`src/rtl/univ_shift_reg_pkg.sv`:
```
// rtl/univ_shift_reg_pkg.sv - mode encodings and shift-count width helper for univ_shift_reg
package univ_shift_reg_pkg;

    localparam logic [1:0] MODE_HOLD = 2'b00;
    localparam logic [1:0] MODE_SHL  = 2'b01;
    localparam logic [1:0] MODE_SHR  = 2'b10;
    localparam logic [1:0] MODE_LOAD = 2'b11;

    // Bits needed to hold a shift count from 0 up to and including width.
    function automatic int cnt_width(input int width);
        return $clog2(width + 1);
    endfunction

endpackage

```
`src/rtl/sat_counter.sv`:
```
// rtl/sat_counter.sv - saturating up-counter with synchronous clear
module sat_counter #(
    parameter int CW    = 4,
    parameter int LIMIT = 8
) (
    input  logic          clk,
    input  logic          rst,
    input  logic          clr,
    input  logic          inc,
    output logic [CW-1:0] cnt
);

    always_ff @(posedge clk) begin
        if (rst || clr) begin
            cnt <= '0;
        end else if (inc && (cnt != CW'(LIMIT))) begin
            cnt <= cnt + 1'b1;
        end
    end

endmodule

```
`src/rtl/univ_shift_reg.sv`:
```
// rtl/univ_shift_reg.sv - universal shift register with saturating shift count; UNIV_SHIFT_REG_ROTATE_EN adds rot input
module univ_shift_reg
    import univ_shift_reg_pkg::*;
#(
    parameter int               WIDTH   = 8,
    parameter logic [WIDTH-1:0] RST_VAL = '0
) (
    input  logic                        clk,
    input  logic                        rst,
    input  logic                        en,
    input  logic [1:0]                  mode,
    input  logic [WIDTH-1:0]            d,
    input  logic                        sin_r,
    input  logic                        sin_l,
`ifdef UNIV_SHIFT_REG_ROTATE_EN
    input  logic                        rot,
`endif
    output logic [WIDTH-1:0]            q,
    output logic                        sout_l,
    output logic                        sout_r,
    output logic [cnt_width(WIDTH)-1:0] cnt,
    output logic                        full
);

    localparam int CW = cnt_width(WIDTH);

    logic fill_r;
    logic fill_l;
    logic do_shift;
    logic do_load;

    // Bits entering the vacated end on a shift; rotate recirculates q instead.
    always_comb begin
        fill_r = sin_r;
        fill_l = sin_l;
`ifdef UNIV_SHIFT_REG_ROTATE_EN
        if (rot) begin
            fill_r = q[WIDTH-1];
            fill_l = q[0];
        end
`endif
    end

    always_ff @(posedge clk) begin
        if (rst) begin
            q <= RST_VAL;
        end else if (en) begin
            case (mode)
                MODE_SHL:  q <= {q[WIDTH-2:0], fill_r};
                MODE_SHR:  q <= {fill_l, q[WIDTH-1:1]};
                MODE_LOAD: q <= d;
                default:   q <= q;
            endcase
        end
    end

    assign do_shift = en && ((mode == MODE_SHL) || (mode == MODE_SHR));
    assign do_load  = en && (mode == MODE_LOAD);

    sat_counter #(
        .CW    (CW),
        .LIMIT (WIDTH)
    ) u_cnt (
        .clk (clk),
        .rst (rst),
        .clr (do_load),
        .inc (do_shift),
        .cnt (cnt)
    );

    assign sout_l = q[WIDTH-1];
    assign sout_r = q[0];
    assign full   = (cnt == CW'(WIDTH));

endmodule

```
`config.mk`:
```
export PLATFORM = sky130hd
export DESIGN_NAME = univ_shift_reg
export DESIGN_NICKNAME = d
export VERILOG_FILES = /design/src/rtl/univ_shift_reg_pkg.sv /design/src/rtl/sat_counter.sv /design/src/rtl/univ_shift_reg.sv
export SDC_FILE = /design/constraint.sdc
export NUM_CORES = 1
export LEC_CHECK = 0
export CELL_PAD_IN_SITES_DETAIL_PLACEMENT = 0
export CELL_PAD_IN_SITES_GLOBAL_PLACEMENT = 1
export CORE_MARGIN = 8
export CORE_UTILIZATION = 27
export CTS_CLUSTER_DIAMETER = 40
export DETAILED_ROUTE_END_ITERATION = 8
export GPL_ROUTABILITY_DRIVEN = 0
export PLACE_DENSITY = 0.71
export SLEW_MARGIN = 0
export SYNTH_ARGS = -nofsm -noshare
export SYNTH_HDL_FRONTEND = slang
export SYNTH_HIERARCHICAL = 1
export SYNTH_SLANG_ARGS = --single-unit
```
`constraint.sdc`:
```
create_clock -name clk -period 1.3 [get_ports clk]
set_clock_uncertainty 0.1 [all_clocks]
set_input_delay 0.325 -clock clk [delete_from_list [all_inputs] [get_ports clk]]
set_output_delay 0.325 -clock clk [all_outputs]
set_load 0.1 [all_outputs]
```
==> results.sh <==
export IMPL_ys_types=28
export IMPL_ir_worst_vdd_uv=667
export IMPL_dieArea_sq_um=4640
export IMPL_setup_slack_ns=-0.284
export IMPL_period_share_pct=122
export IMPL_routed_wl_um=2170
export IMPL_htreeDepth=1
export IMPL_ys_warn_count=6
export IMPL_cts_tree="done"
export IMPL_cp_max_fo=2
export IMPL_rsz0062_at_grt="yes"
export IMPL_fp_coreArea_sq_um=2660
export IMPL_syn_to_final_growth_pct=93.5
export IMPL_cpMaxStageDelayCell="dfxtp_4"
export IMPL_tightest_slew_ns=0.261
export IMPL_start_util_pct=27.5
export IMPL_drt_iter0_drc=30
export IMPL_synth_top_family_by_area="simple AND/OR/NAND/NOR gates"
export IMPL_antenna_cells=0
export IMPL_synth_async_reset_ratio_pct=0
export IMPL_io_pins=30
export IMPL_synth_cells=82
export IMPL_setup_viol=8
export IMPL_grt_remaining_overflow=0
export IMPL_syn_nets=102
export IMPL_drive_gt1_share_pct=55.1
export IMPL_fmax_mhz=631
export IMPL_die_x_um=68.1
export IMPL_dr_total_vias=757
export IMPL_path_clk_slew_ns=0.08
export IMPL_cts_buffers=3
export IMPL_root_buffer="clkbuf_4"
export IMPL_holdWs_ns=0.418
export IMPL_antenna_found_initial=0
export IMPL_slew_viol_final=0
export IMPL_powerDensity_nw_per_um2=839
export IMPL_avgSynthCellArea_sq_um=8.94
export IMPL_hp_class="reg2reg"
export IMPL_routed_via_density=5.08
export IMPL_leakage_nw=0.525
export IMPL_yosys_area_top_type="dfxtp_1"
export IMPL_critPathArrivalTime_ns=1.16
export IMPL_grt_pass1_wl_um=3520
export IMPL_muxShareOfSynthArea_pct=0
export IMPL_synth_edf_count=0
export IMPL_die_h_um=68.1
export IMPL_end_kind="primary output"
export IMPL_first_pass_iters=4
export IMPL_grt_max_degree=11
export IMPL_ant_nets=0
export IMPL_final_seq_area_sq_um=280
export IMPL_clockBufferDepth=2
export IMPL_path_cells="nor4b_4 -> buf_12"
export IMPL_start_kind="flop"
export IMPL_post_synth_instance_area_sq_um=733
export IMPL_cts_sinks=12
export IMPL_setup_tns_ns=-0.680
export IMPL_pre_cts_ws_ns=-0.629
export IMPL_synth_top_area_share_pct=32.8
export IMPL_port_buffers=29
export IMPL_grt_pass1_vias=758
export IMPL_max_stage_delay_ns=0.36
export IMPL_grt_use_total_pct=9.77
export IMPL_period_needed_ns=1.58
export IMPL_layout_nets=139
export IMPL_final_core_util_pct=53.3
export IMPL_power_mw=1.19
export IMPL_hpwl_um=1570
export IMPL_row_count=19
export IMPL_synth_xor_area_share_pct=1.19
export IMPL_drv_cap=0
export IMPL_critical_path_class="reg2out"
export IMPL_relSlewSlack_pct=82.5
export IMPL_ys_flop_type="dfxtp_1"
export IMPL_violations="negative setup slack"
export IMPL_clkLatencyLatePin_ns=0.27
export IMPL_hold_viol=0
export IMPL_synth_compound_area_share_pct=22.4
export IMPL_yosys_cell_count_top_type="dfxtp_1"
export IMPL_multi_input_area_sq_um=505
export IMPL_critPathRequiredTime_ns=0.88
export IMPL_n_fill_cell=257
export IMPL_status="complete, but fails checks"
export IMPL_drc=0
export IMPL_ys_seq_elements=12
export IMPL_seq_area_frac_synth_pct=32.8
export IMPL_synth_common_cells="dfxtp_1 (12), nand2_1 (9), a22oi_1 (8), a311oi_1 (8), nor2_1 (7)"
export IMPL_synthSimpleGateAreaFrac_pct=24.4
export IMPL_synth_adder_area_share_pct=8.53
export IMPL_post_drt_wl_per_cell_um=14.6
export IMPL_synth_area_top_cells="dfxtp_1 (33%), a311oi_1 (9.6%), ha_1 (8.5%)"
## sequential cells by signal, summed over array words and instances, names as in the netlist
signal and count:
u_cnt/cnt 4, q 8
## path summary, 6_finish.rpt
path / from / to / slack (ns) / cells past startpoint
hold / removal: q[4]$_SDFFE_PP0P_ / q[5]$_SDFFE_PP0P_ / 0.42 / 2
setup / recovery: u_cnt/cnt[0]$_SDFFE_PP0P_ / full / -0.28 / 2
setup reg to reg: u_cnt/cnt[0]$_SDFFE_PP0P_ / u_cnt/cnt[2]$_SDFFE_PP0P_ / -0.07 / 6
hold reg to reg: q[4]$_SDFFE_PP0P_ / q[5]$_SDFFE_PP0P_ / 0.42 / 2
## cell usage in the layout, fill, tap and decap left out, types with 3 or more instances in the layout
master           instances
buf_4                    6
inv_2                    4
nand2_1                  9
nor2_1                   7
a311oi_1                 7
clkdlybuf4s50_1         11
clkbuf_4                 3
buf_12                  16
ha_4                     4
a22oi_1                  8
dfxtp_4                 10
## repair_timing
action,CTS,global route
resized for setup,18,7
hold buffers,0,0
gates cloned,1,0
endpoints found under the setup margin,17,14
pin swaps,6,2
setup buffers,2,0
## where the power goes
| part | total [mW] | internal [mW] | switching, mW |
|---|---|---|---|
| clock network | 0.240 | 0.111 | 0.129 |
| registers | 0.424 | 0.384 | 0.0397 |
| logic | 0.526 | 0.222 | 0.304 |
## per-layer routing
| metal | routed length (um) | global-route usage (%) | vias to the layer above |
|---|---|---|---|
| met3 | 145 | 2.78 | 0 |
| met1 | 949 | 11.9 | 364 |
| met5 | 0 | 0 | - |
| met4 | 0 | 3.07 | 0 |
| li1 | - | - | 371 |
| met2 | 1080 | 16.2 | 22 |
## through the flow
| step | area [sq um] | std cells |
|---|---|---|
| finish | 1420 | 149 |
| global route | 1420 | 149 |
| CTS | 1390 | 149 |
| detailed placement | 1280 | 142 |
| global placement | 1280 | 142 |
| floorplan | 812 | 82 |
## cells by family (layout without fill, tap and decap cells)
family | after synthesis | in the layout
buf+inv | 12 | 48
fa+ha+maj | 5 | 5
simple gates | 31 | 31
flops | 12 | 12
compound gates | 21 | 21
xor+xnor | 1 | 1
## critical path: cells and delay by family, from the launching register on
kind	cells	cell delay, ns
AND/OR/NAND/NOR	1	0.32
buffers and inverters	1	0.21
flip-flops	1	0.36
## layout make-up
class                      count  share of cell area [%]
clock buffer                   3                    1.59
clock inverter                 1                   0.265
inverter                       5                    1.32
multi-input combinational     58                    35.6
sequential                    12                    19.8
tap                           31                    2.73
timing repair buffer          39                    38.7
No activity file was read; power rests on OpenSTA's default activity.
